**src/rtl/muldiv_ctrl_if.sv**
```systemverilog
// Purpose : EX-stage <-> multiply/divide sequencer bundle (request, operands, flush, result).
// Ports   : master = EX stage (drives start/op/operands/HI/LO/flush), slave = muldiv_ctrl.
// Signals : start_i, op_i, src_a_i, src_b_i, hi_i, lo_i, flush_i -> ; <- stall_o, done_o, result_o, whilo_o.
interface muldiv_ctrl_if #(
  parameter int WIDTH = 32
);
  logic                 start_i;
  logic [2:0]           op_i;
  logic [WIDTH-1:0]     src_a_i;
  logic [WIDTH-1:0]     src_b_i;
  logic [WIDTH-1:0]     hi_i;
  logic [WIDTH-1:0]     lo_i;
  logic                 flush_i;
  logic                 stall_o;
  logic                 done_o;
  logic [2*WIDTH-1:0]   result_o;
  logic [1:0]           whilo_o;

  modport master (
    output start_i, op_i, src_a_i, src_b_i, hi_i, lo_i, flush_i,
    input  stall_o, done_o, result_o, whilo_o
  );

  modport slave (
    input  start_i, op_i, src_a_i, src_b_i, hi_i, lo_i, flush_i,
    output stall_o, done_o, result_o, whilo_o
  );
endinterface

```
**src/rtl/muldiv_ctrl.sv**
```systemverilog
// Purpose : multi-cycle MULT/MULTU, DIV/DIVU, MADD/MADDU, MSUB/MSUBU sequencer producing {HI,LO}.
// Latency : MUL MUL_LAT cycles, accumulate MUL_LAT+1, divide 34 (2 for /0 or early-out), done_o pulses once.
// Backpr. : stall_o holds IF..EX while busy (and combinationally on start_i in IDLE); flush_i aborts.
// Ports   : clk, rst (sync, active high); bus (muldiv_ctrl_if.slave) carries request, operands and result.
// Option  : define MULDIV_EARLY_OUT_EN to skip the divide loop when |dividend| < |divisor|.
module muldiv_ctrl #(
  parameter int MUL_LAT = 2,
  parameter int WIDTH   = 32
) (
  input  logic          clk,
  input  logic          rst,
  muldiv_ctrl_if.slave  bus
);

  typedef enum logic [2:0] {S_IDLE, S_MUL, S_ACC, S_DIV, S_FIX, S_DONE} state_e;

  state_e               state_q, state_d;
  logic [2:0]           op_q, op_d;
  logic [WIDTH-1:0]     a_q, a_d, b_q, b_d;
  logic [2*WIDTH-1:0]   hilo_q, hilo_d, res_q, res_d;
  logic [WIDTH-1:0]     rem_q, rem_d, quo_q, quo_d, dvs_q, dvs_d;
  logic [5:0]           cnt_q, cnt_d;
  logic                 qneg_q, qneg_d, rneg_q, rneg_d, dz_q, dz_d;

  // Request decode (only meaningful in IDLE)
  logic             idle, accept, in_sgn, in_div, in_bz, early_hit;
  logic [WIDTH-1:0] a_mag, b_mag;

  assign idle   = (state_q == S_IDLE);
  assign accept = idle && bus.start_i && !bus.flush_i;
  assign in_sgn = ~bus.op_i[0];
  assign in_div = (bus.op_i[2:1] == 2'b01);
  assign in_bz  = (bus.src_b_i == '0);
  assign a_mag  = (in_sgn && bus.src_a_i[WIDTH-1]) ? -bus.src_a_i : bus.src_a_i;
  assign b_mag  = (in_sgn && bus.src_b_i[WIDTH-1]) ? -bus.src_b_i : bus.src_b_i;

`ifdef MULDIV_EARLY_OUT_EN
  assign early_hit = (a_mag < b_mag);
`else
  assign early_hit = 1'b0;
`endif

  // Multiplier: live inputs in IDLE (needed when MUL_LAT==1), latched copies afterwards.
  // 64x64 of the sign/zero-extended operands gives the exact 33x33 product mod 2^64.
  logic [2:0]         m_op;
  logic [WIDTH-1:0]   m_a, m_b;
  logic [2*WIDTH-1:0] m_ea, m_eb, prod;

  assign m_op = idle ? bus.op_i    : op_q;
  assign m_a  = idle ? bus.src_a_i : a_q;
  assign m_b  = idle ? bus.src_b_i : b_q;
  assign m_ea = {{WIDTH{~m_op[0] & m_a[WIDTH-1]}}, m_a};
  assign m_eb = {{WIDTH{~m_op[0] & m_b[WIDTH-1]}}, m_b};
  assign prod = m_ea * m_eb;

  // One restoring-division step: shift next dividend bit into the partial remainder.
  logic [WIDTH:0] div_sh, div_diff;
  logic           div_take;

  assign div_sh   = {rem_q, quo_q[WIDTH-1]};
  assign div_diff = div_sh - {1'b0, dvs_q};
  assign div_take = ~div_diff[WIDTH];

  // State register and datapath registers
  always_ff @(posedge clk) begin
    if (rst) begin
      state_q <= S_IDLE;
      op_q    <= '0;
      a_q     <= '0;
      b_q     <= '0;
      hilo_q  <= '0;
      res_q   <= '0;
      rem_q   <= '0;
      quo_q   <= '0;
      dvs_q   <= '0;
      cnt_q   <= '0;
      qneg_q  <= 1'b0;
      rneg_q  <= 1'b0;
      dz_q    <= 1'b0;
    end else begin
      state_q <= state_d;
      op_q    <= op_d;
      a_q     <= a_d;
      b_q     <= b_d;
      hilo_q  <= hilo_d;
      res_q   <= res_d;
      rem_q   <= rem_d;
      quo_q   <= quo_d;
      dvs_q   <= dvs_d;
      cnt_q   <= cnt_d;
      qneg_q  <= qneg_d;
      rneg_q  <= rneg_d;
      dz_q    <= dz_d;
    end
  end

  // Next-state logic
  always_comb begin
    state_d = state_q;
    case (state_q)
      S_IDLE: begin
        if (accept) begin
          if (in_div)              state_d = (in_bz || early_hit) ? S_FIX : S_DIV;
          else if (MUL_LAT == 1)   state_d = bus.op_i[2] ? S_ACC : S_DONE;
          else                     state_d = S_MUL;
        end
      end
      S_MUL:   if (cnt_q == '0) state_d = op_q[2] ? S_ACC : S_DONE;
      S_ACC:   state_d = S_DONE;
      S_DIV:   if (cnt_q == '0) state_d = S_FIX;
      S_FIX:   state_d = S_DONE;
      S_DONE:  state_d = S_IDLE;
      default: state_d = S_IDLE;
    endcase
    if (bus.flush_i) state_d = S_IDLE;
  end

  // Datapath next-state
  always_comb begin
    op_d   = op_q;
    a_d    = a_q;
    b_d    = b_q;
    hilo_d = hilo_q;
    res_d  = res_q;
    rem_d  = rem_q;
    quo_d  = quo_q;
    dvs_d  = dvs_q;
    cnt_d  = cnt_q;
    qneg_d = qneg_q;
    rneg_d = rneg_q;
    dz_d   = dz_q;
    case (state_q)
      S_IDLE: begin
        if (accept) begin
          op_d   = bus.op_i;
          a_d    = bus.src_a_i;
          b_d    = bus.src_b_i;
          hilo_d = {bus.hi_i, bus.lo_i};
          dz_d   = in_bz;
          qneg_d = in_sgn && (bus.src_a_i[WIDTH-1] ^ bus.src_b_i[WIDTH-1]);
          rneg_d = in_sgn && bus.src_a_i[WIDTH-1];
          dvs_d  = b_mag;
          // Early-out preloads the final magnitudes: quotient 0, remainder |a|.
          quo_d  = early_hit ? '0 : a_mag;
          rem_d  = early_hit ? a_mag : '0;
          if (in_div)           cnt_d = 6'(WIDTH - 1);
          else if (MUL_LAT > 1) cnt_d = 6'(MUL_LAT - 2);
          if (!in_div && MUL_LAT == 1) res_d = prod;
        end
      end
      S_MUL: begin
        if (cnt_q == '0) res_d = prod;
        else             cnt_d = cnt_q - 6'd1;
      end
      S_ACC: res_d = op_q[1] ? (hilo_q - res_q) : (hilo_q + res_q);
      S_DIV: begin
        rem_d = div_take ? div_diff[WIDTH-1:0] : div_sh[WIDTH-1:0];
        quo_d = {quo_q[WIDTH-2:0], div_take};
        cnt_d = cnt_q - 6'd1;
      end
      S_FIX: begin
        if (dz_q) res_d = {a_q, {WIDTH{1'b1}}};
        else      res_d = {(rneg_q ? -rem_q : rem_q), (qneg_q ? -quo_q : quo_q)};
      end
      default: ;
    endcase
  end

  // Outputs
  logic       stall, done;
  logic [1:0] whilo;

  always_comb begin
    stall = 1'b0;
    done  = 1'b0;
    whilo = 2'b00;
    case (state_q)
      S_IDLE:  stall = bus.start_i;
      S_DONE:  done  = ~bus.flush_i;
      default: stall = 1'b1;
    endcase
    if (done) whilo = 2'b11;
  end

  assign bus.stall_o  = stall;
  assign bus.done_o   = done;
  assign bus.whilo_o  = whilo;
  assign bus.result_o = res_q;

endmodule

```
**src/flat_wrapper.sv**
```systemverilog
// flat-port wrapper written by rule: the top's interface ports become plain ports
module muldiv_ctrl_flat 
#(
  parameter int MUL_LAT = 2,
  parameter int WIDTH   = 32
)
  (clk, rst, bus_start_i, bus_op_i, bus_src_a_i, bus_src_b_i, bus_hi_i, bus_lo_i, bus_flush_i, bus_stall_o, bus_done_o, bus_result_o, bus_whilo_o);
  muldiv_ctrl_if #(.WIDTH(WIDTH)) bus_i ();
  input  logic clk;
  input  logic rst;
  input wire logic [$bits(bus_i.start_i)-1:0] bus_start_i;
  input wire logic [$bits(bus_i.op_i)-1:0] bus_op_i;
  input wire logic [$bits(bus_i.src_a_i)-1:0] bus_src_a_i;
  input wire logic [$bits(bus_i.src_b_i)-1:0] bus_src_b_i;
  input wire logic [$bits(bus_i.hi_i)-1:0] bus_hi_i;
  input wire logic [$bits(bus_i.lo_i)-1:0] bus_lo_i;
  input wire logic [$bits(bus_i.flush_i)-1:0] bus_flush_i;
  output wire logic [$bits(bus_i.stall_o)-1:0] bus_stall_o;
  output wire logic [$bits(bus_i.done_o)-1:0] bus_done_o;
  output wire logic [$bits(bus_i.result_o)-1:0] bus_result_o;
  output wire logic [$bits(bus_i.whilo_o)-1:0] bus_whilo_o;
  assign bus_i.start_i = bus_start_i;
  assign bus_i.op_i = bus_op_i;
  assign bus_i.src_a_i = bus_src_a_i;
  assign bus_i.src_b_i = bus_src_b_i;
  assign bus_i.hi_i = bus_hi_i;
  assign bus_i.lo_i = bus_lo_i;
  assign bus_i.flush_i = bus_flush_i;
  assign bus_stall_o = bus_i.stall_o;
  assign bus_done_o = bus_i.done_o;
  assign bus_result_o = bus_i.result_o;
  assign bus_whilo_o = bus_i.whilo_o;
  muldiv_ctrl #(.MUL_LAT(MUL_LAT), .WIDTH(WIDTH)) u_core (.clk(clk), .rst(rst), .bus(bus_i));
endmodule
```
**config.mk**
```make
export PLATFORM = sky130hd
export DESIGN_NAME = muldiv_ctrl_flat
export DESIGN_NICKNAME = d
export VERILOG_FILES = /design/src/rtl/muldiv_ctrl_if.sv /design/src/rtl/muldiv_ctrl.sv /design/src/flat_wrapper.sv
export SDC_FILE = /design/constraint.sdc
export NUM_CORES = 2
export LEC_CHECK = 0
export ABC_AREA = 1
export CAP_MARGIN = 20
export CORE_MARGIN = 2
export CORE_UTILIZATION = 50
export CTS_CLUSTER_DIAMETER = 60
export DETAILED_ROUTE_END_ITERATION = 7
export PLACE_DENSITY = 0.74
export SLEW_MARGIN = 20
export SYNTH_ARGS = -nofsm -noshare
export SYNTH_HDL_FRONTEND = slang
export SYNTH_SLANG_ARGS = --single-unit
```
**constraint.sdc**
```tcl
create_clock -name clk -period 13.2 [get_ports clk]
set_input_delay 1.98 -clock clk [delete_from_list [all_inputs] [get_ports clk]]
set_output_delay 1.98 -clock clk [all_outputs]
set_load 0.02 [all_outputs]
```
Word level (Yosys, flattened, before mapping)
Cells that the tools add are included.
- equality and inequality tests: 10
- muxes and demuxes: 30
- reduce and logical (&&, ||, !) cells: 19
- $add $sub $neg: 8
- bitwise logic cells: 7
- $mul: 1
- operators by type and width (operator ; count):
    $mux W32 ; 9
    $mux W64 ; 3
    $pmux W64 S3 ; 1
    $neg A32 Y32 ; 4
    $pmux W32 S2 ; 2
    $add A64 B64 Y64 ; 1
    $mul A33 B33 Y64 ; 1
    $sub A64 B64 Y64 ; 1
    $sub A33 B32 Y33 ; 1
    $logic_not A32 Y1 ; 1
    $mux W3 ; 6
    $pmux W6 S3 ; 1
    $mux W6 ; 2
    $pmux W3 S4 ; 1
    $eq A3 B2 Y1 const B ; 2
    $eq A3 B3 Y1 const B ; 2
    $logic_not A6 Y1 ; 1
    $reduce_and A2 Y1 ; 3
    $reduce_and A3 Y1 ; 2
    $reduce_bool A3 Y1 ; 2
    $sub A6 B1 Y6 const B ; 1
    $logic_and A1 B1 Y1 ; 5
    $mux W5 ; 1
    $ne A2 B1 Y1 const B ; 2
    13 further kinds ; 20
- logic and storage cells: 88
- register bits: 303
- input port bits: 135

Longest topological paths before layout
- depth in word-level cells: 7
- mapped depth: 41
- gate-level depth less buffers: 37

Worst setup path before layout
No wires, ideal clock.
- path type: input-to-reg
- from: input bus_op_i[0]
- to: register u_core.res_q[58], in the netlist u_core.bus.result_o[58]
- data arrival time: 9.110 ns
- data required time: 13.091 ns
- slack: 3.981 ns
- stages: 32
- cells stage by stage: inv_1 -> nand3_1 -> nand2_2 -> nand2_1 -> clkbuf_1 -> nor2_1 -> fa_1 -> inv_1 -> fa_1 -> inv_1 -> fa_1 -> inv_1 -> fa_1 -> fa_1 -> fa_1 -> fa_1 -> fa_1 -> inv_1 -> ha_1 -> nand2_1 -> nor2_1 -> inv_1 -> nor2_1 -> nand2_1 -> nor4_1 -> nand2_1 -> nand3_1 -> nand2_1 -> nand3_1 -> nand3_1 -> nand2_1 -> inv_1
- cells in the longest elaborated chain, start to end: 6
- RTL lines (item ; RTL line ; RTL):
    start, declared ; flat_wrapper.sv:12 ; input wire logic [$bits(bus_i.op_i)-1:0] bus_op_i;
    $mux W1 (*) ; muldiv_ctrl.sv:49 ; assign m_op = idle ? bus.op_i : op_q;
    $not A1 Y1 (*) ; muldiv_ctrl.sv:52, muldiv_ctrl.sv:53 ;
    $and A1 B1 Y1 (on tied branches) ; muldiv_ctrl.sv:52, muldiv_ctrl.sv:53 ;
    $mul A33 B33 Y64 (*) ; muldiv_ctrl.sv:54 ; assign prod = m_ea * m_eb;
    $mux W64 (*) ; muldiv_ctrl.sv:152 ; if (cnt_q == '0) res_d = prod;
    $pmux W64 S3 (*) ; muldiv_ctrl.sv:132 ; case (state_q)
    end signal, assigned ; muldiv_ctrl.sv:86 ; res_q <= res_d;
    end, declared ; muldiv_ctrl.sv:20 ; logic [2*WIDTH-1:0] hilo_q, hilo_d, res_q, res_d;
Every way passes the cells marked *; elsewhere a longest branch is shown, timed or not. The select of a mux whose other input is x is not followed.
A chain may end at the register's enable or synchronous reset.

Worst setup path after layout
- from: input bus_src_a_i[31]
- to: register u_core.res_q[45], in the netlist u_core.bus.result_o[45]
- cells in the longest elaborated chain, start to end: 5
- RTL lines (item ; RTL line ; RTL):
    start, declared ; flat_wrapper.sv:13 ; input wire logic [$bits(bus_i.src_a_i)-1:0] bus_src_a_i;
    $mux W32 (*) ; muldiv_ctrl.sv:50 ; assign m_a = idle ? bus.src_a_i : a_q;
    $and A1 B1 Y1 ; muldiv_ctrl.sv:52 ; assign m_ea = {{WIDTH{~m_op[0] & m_a[WIDTH-1]}}, m_a};
    $mul A33 B33 Y64 (*) ; muldiv_ctrl.sv:54 ;
    $mux W64 (*) ; muldiv_ctrl.sv:152 ;
    $pmux W64 S3 (*) ; muldiv_ctrl.sv:132 ;
Marked as above.

==> results by group <==
Setup path
  • Crit path required time: ~14000 ps
  • Worst path most repeated cell: fa_1
  • Maximum fanout along the worst path: 20
  • FF-to-FF Start: u_core.state_q[2]
  • Endpoint of the lowest-slack register-to-register path: u_core.bus.result_o[45]
  • Worst setup slack for register-to-register paths: roughly 1800 ps
  • Delay-heaviest family, CP: adder cells
  • Startpoint of the worst setup timing path: bus_src_a_i[31]
  • Max stage delay on crit path: ~630 ps
  • Critical path start-end classification: input port to flip-flop
  • Number of buffer and inverter stages on the critical path: 8
  • Data arrival time of the critical path: approximately 12000 ps
  • Slowest stage cell on the critical path: nand2_1
  • CP endpoint kind: flip-flop
  • Cell depth of the worst flop-to-flop path: 33
  • Crit start category: input port

Logic synthesis
  • Number of warnings reported in the yosys synthesis log: 0
  • Avg Cell Area, Syn: 7.05 um2
  • Number of instances in the synthesized netlist: approximately 9200
  • Sequential cell area fraction in the yosys report: 9.30%
  • Post-synth EDFFs: 0
  • Most used flip-flop cell after synthesis: dfxtp_1
  • Async SR Flop Fraction: 0%
  • Post-synthesis cell area: 65000 um2
  • Synthesized Nets: about 11000
  • Library cells used by synthesis: 57
  • Number of synthesized register bits: 302

Route
  • Routed wire length: around 290000 um
  • Number of iterations in the first detailed-routing pass: 8
  • DRT iter0 DRCs: 7233
  • Average routed wire per standard cell: between 20 and 30 um
  • Post-DRT Antenna Nets: 0
  • Count of vias placed by the detailed router: between 60000 and 70000
  • Final routed DRC violation total: 1
  • Vias per cell: ~5.8

STA
  • Worst max-slew margin expressed relative to the limit: between 10% and 20%
  • Post-route clock period utilization: a little under nine tenths
  • Total negative setup slack: 0 ps
  • Minimum period implied by the final worst setup slack: ~11000 ps
  • Hold Fails Final Rpt: 0
  • Setup repair after global routing missed its margin: false
  • Worst Max-Slew Pin Slew: approximately 1300 ps
  • Slew Viols, Final: 0
  • Setup violations, final: 0
  • Worst Hold Slack: between 400 and 500 ps
  • Achievable clock frequency: 0.0877 GHz
  • Worst clock skew on the final layout: roughly 23 ps

Run status
  • Violated checks: design-rule violations
  • Outcome: complete, but fails checks

Hold path
  • Cells on Worst Hold Path: 2
  • Worst hold start: u_core.op_q[0]
  • Path type of the worst min-delay path: flip-flop to flip-flop
  • Worst-case hold path end point: u_core.op_q[0]

CTS
  • Max clock buf depth: 3
  • Clock Latency Late Sink: approximately 600 ps
  • Resized cells post-CTS: 0
  • TritonCTS clock tree: built
  • Post-CTS Setup Bufs: 0
  • Clock-pin slew reported for the worst setup and hold paths after clock tree synthesis: 70 ps
  • Clk sinks: 302
  • Clock buffer count from CTS: 42
  • CTS H-tree depth: 2
  • Clock root buffer master: clkbuf_16
  • Hold-fix buffers at CTS: 0

Global route
  • Combined global-route utilization of all metal layers: between 40 and 50%
  • Vias in the first global route: 63431
  • Wire length of the first global-routing pass: about 420000 um
  • Initial antenna violation count: 24
  • Residual overflow from global routing: 0
  • Maximum number of pins on one net before global-route repair: roughly 110

Floorplan
  • Boundary pin count: between 200 and 250
  • Total number of placement rows: around 130
  • Area inside the core boundary: 129000 um2
  • Die boundary width: ~360 um
  • Die Span Y: 365 um
  • Starting utilization of the core area: approximately 50%
  • Full die area: 133000 um2

Cells and area
  • End-of-flow core utilization: 54.3%
  • Fraction of final layout cells with drive strength greater than 1: 4.05%
  • Net total in the final layout: approximately 11000
  • Layout area overhead: 8.06%
  • Count of fill cells added during filler insertion: between 10000 and 15000
  • Register Area: approximately 6000 um2
  • Combined area of the multi-input logic cells: roughly 50000 um2
  • Final std cells w/o fill: between 10000 and 15000

Placement
  • Port buffer count: 202
  • Routability cong.: 1.07
  • Number of instances in the placed design: approximately 11000
  • Sum of net half-perimeters after detailed placement: 235000 um

Flow run
  • MaxCap Viol Count: 0
## through the flow
step	setup slack, ps	area [um2]
6_report	1800	70200
5_1_grt	1420	70200
4_1_cts	2080	70200
3_5_place_dp	1470	68800
3_3_place_gp	1350	68800
2_1_floorplan	3980	65000
## final cells by class
type | instances | share of cell area [%]
inverters | 1950 | 10.4
multi-input cells | 6632 | 71.4
diodes | 11 | 0.0392
well taps | 1742 | 3.10
clock inverters | 23 | 0.330
flip-flops and latches | 302 | 8.61
clock buffers | 54 | 1.67
repair buffers | 331 | 4.41
## worst max path at each step
stage	end	cells past startpoint
6_report	u_core.bus.result_o[45]	31
5_1_grt	u_core.bus.result_o[53]	32
4_1_cts	u_core.bus.result_o[45]	31
3_5_place_dp	u_core.bus.result_o[45]	31
3_3_place_gp	u_core.bus.result_o[45]	31
2_1_floorplan	u_core.bus.result_o[58]	32
## state kept, by name, summed over array words and instances, names as in the netlist
register / cells
u_core.state_q: 3
u_core.dvs_q: 32
u_core.cnt_q: 6
u_core.hilo_q: 64
u_core.qneg_q: 1
u_core.rneg_q: 1
u_core.quo_q: 32
u_core.op_q: 3
u_core.rem_q: 32
u_core.dz_q: 1
u_core.b_q: 31
u_core.a_q: 32
u_core.bus.result_o: 64
## kinds of logic (layout without fill, tap and decap cells)
group                    count (synthesis)  after routing  share of synthesized area [%]
buffers and inverters                 2285           2358                           13.8
adder cells (fa/ha/maj)               1441           1441                           40.8
other                                    0             11                              0
AO/OA/AOI/OAI                         1147           1147                           9.90
XOR/XNOR                               125            125                           1.68
AND/OR/NAND/NOR                       3919           3919                           24.6
flip-flops                             302            302                           9.30
## per-layer routing
metal | wire (um) | track usage (%) | up-vias | share of wire [%]
met4 | 19900 | 24.9 | 20 | 6.9
li1 | - | - | 28014 | -
met1 | 110000 | 56.2 | 30941 | 38
met2 | 123000 | 65.6 | 3682 | 43
met5 | 136 | 0 | - | 0.047
met3 | 33300 | 11.8 | 873 | 12
## cell usage in the layout, fill, tap and decap left out, drive strengths merged, types with 3 or more instances in the layout
master	Yosys	layout
xnor2	32	32
nor3	71	71
buf	215	130
nand3	438	438
clkbuf	120	54
a211oi	4	4
o211ai	20	20
o21a	10	10
ha	314	314
diode	0	11
o21ai	507	507
clkinvlp	0	3
or2	26	26
clkinv	4	12
o221ai	6	6
a41oi	5	5
nand4	70	70
o21bai	34	34
dfxtp	302	302
a21oi	452	452
and2	6	6
and3	5	5
nand3b	23	23
nor2	1177	1177
nand2	2074	2074
inv	1946	1956
fa	1127	1127
xor2	93	93
a21boi	9	9
o22ai	13	13
clkdlybuf4s50	0	201
a31oi	62	62
nor4	27	27
o31ai	8	8
a21o	13	13
## synth_stat cells (all sizes together) (9+ instances only)
cell type | number | area [um2]
xnor2 | 32 | 280
nor3 | 71 | 403
dfxtp | 302 | 6050
a21oi | 452 | 2260
a31oi | 62 | 388
xor2 | 93 | 815
o21a | 10 | 75.1
clkbuf | 120 | 452
nor4 | 27 | 169
a21boi | 9 | 67.6
nand3 | 438 | 2200
o211ai | 20 | 150
o22ai | 13 | 81.3
or2 | 26 | 163
a21o | 13 | 97.6
o21ai | 507 | 2830
buf | 215 | 1190
inv | 1946 | 7300
nand3b | 23 | 173
fa | 1127 | 22600
o21bai | 34 | 255
ha | 314 | 3930
nand4 | 70 | 438
nand2 | 2074 | 7850
nor2 | 1177 | 4500
## worst reg2reg max path: cells and delay by family, from the launching register on
| kind | cells | cell delay (ps) |
|---|---|---|
| flops | 1 | 500 |
| buf+inv | 9 | 1890 |
| compound gates | 1 | 190 |
| simple gates | 14 | 3950 |
| fa+ha+maj | 9 | 4750 |
Power is left out: the tool's default activity adds up to more than one toggle a clock period on the data nets, which glitch-free logic cannot reach.
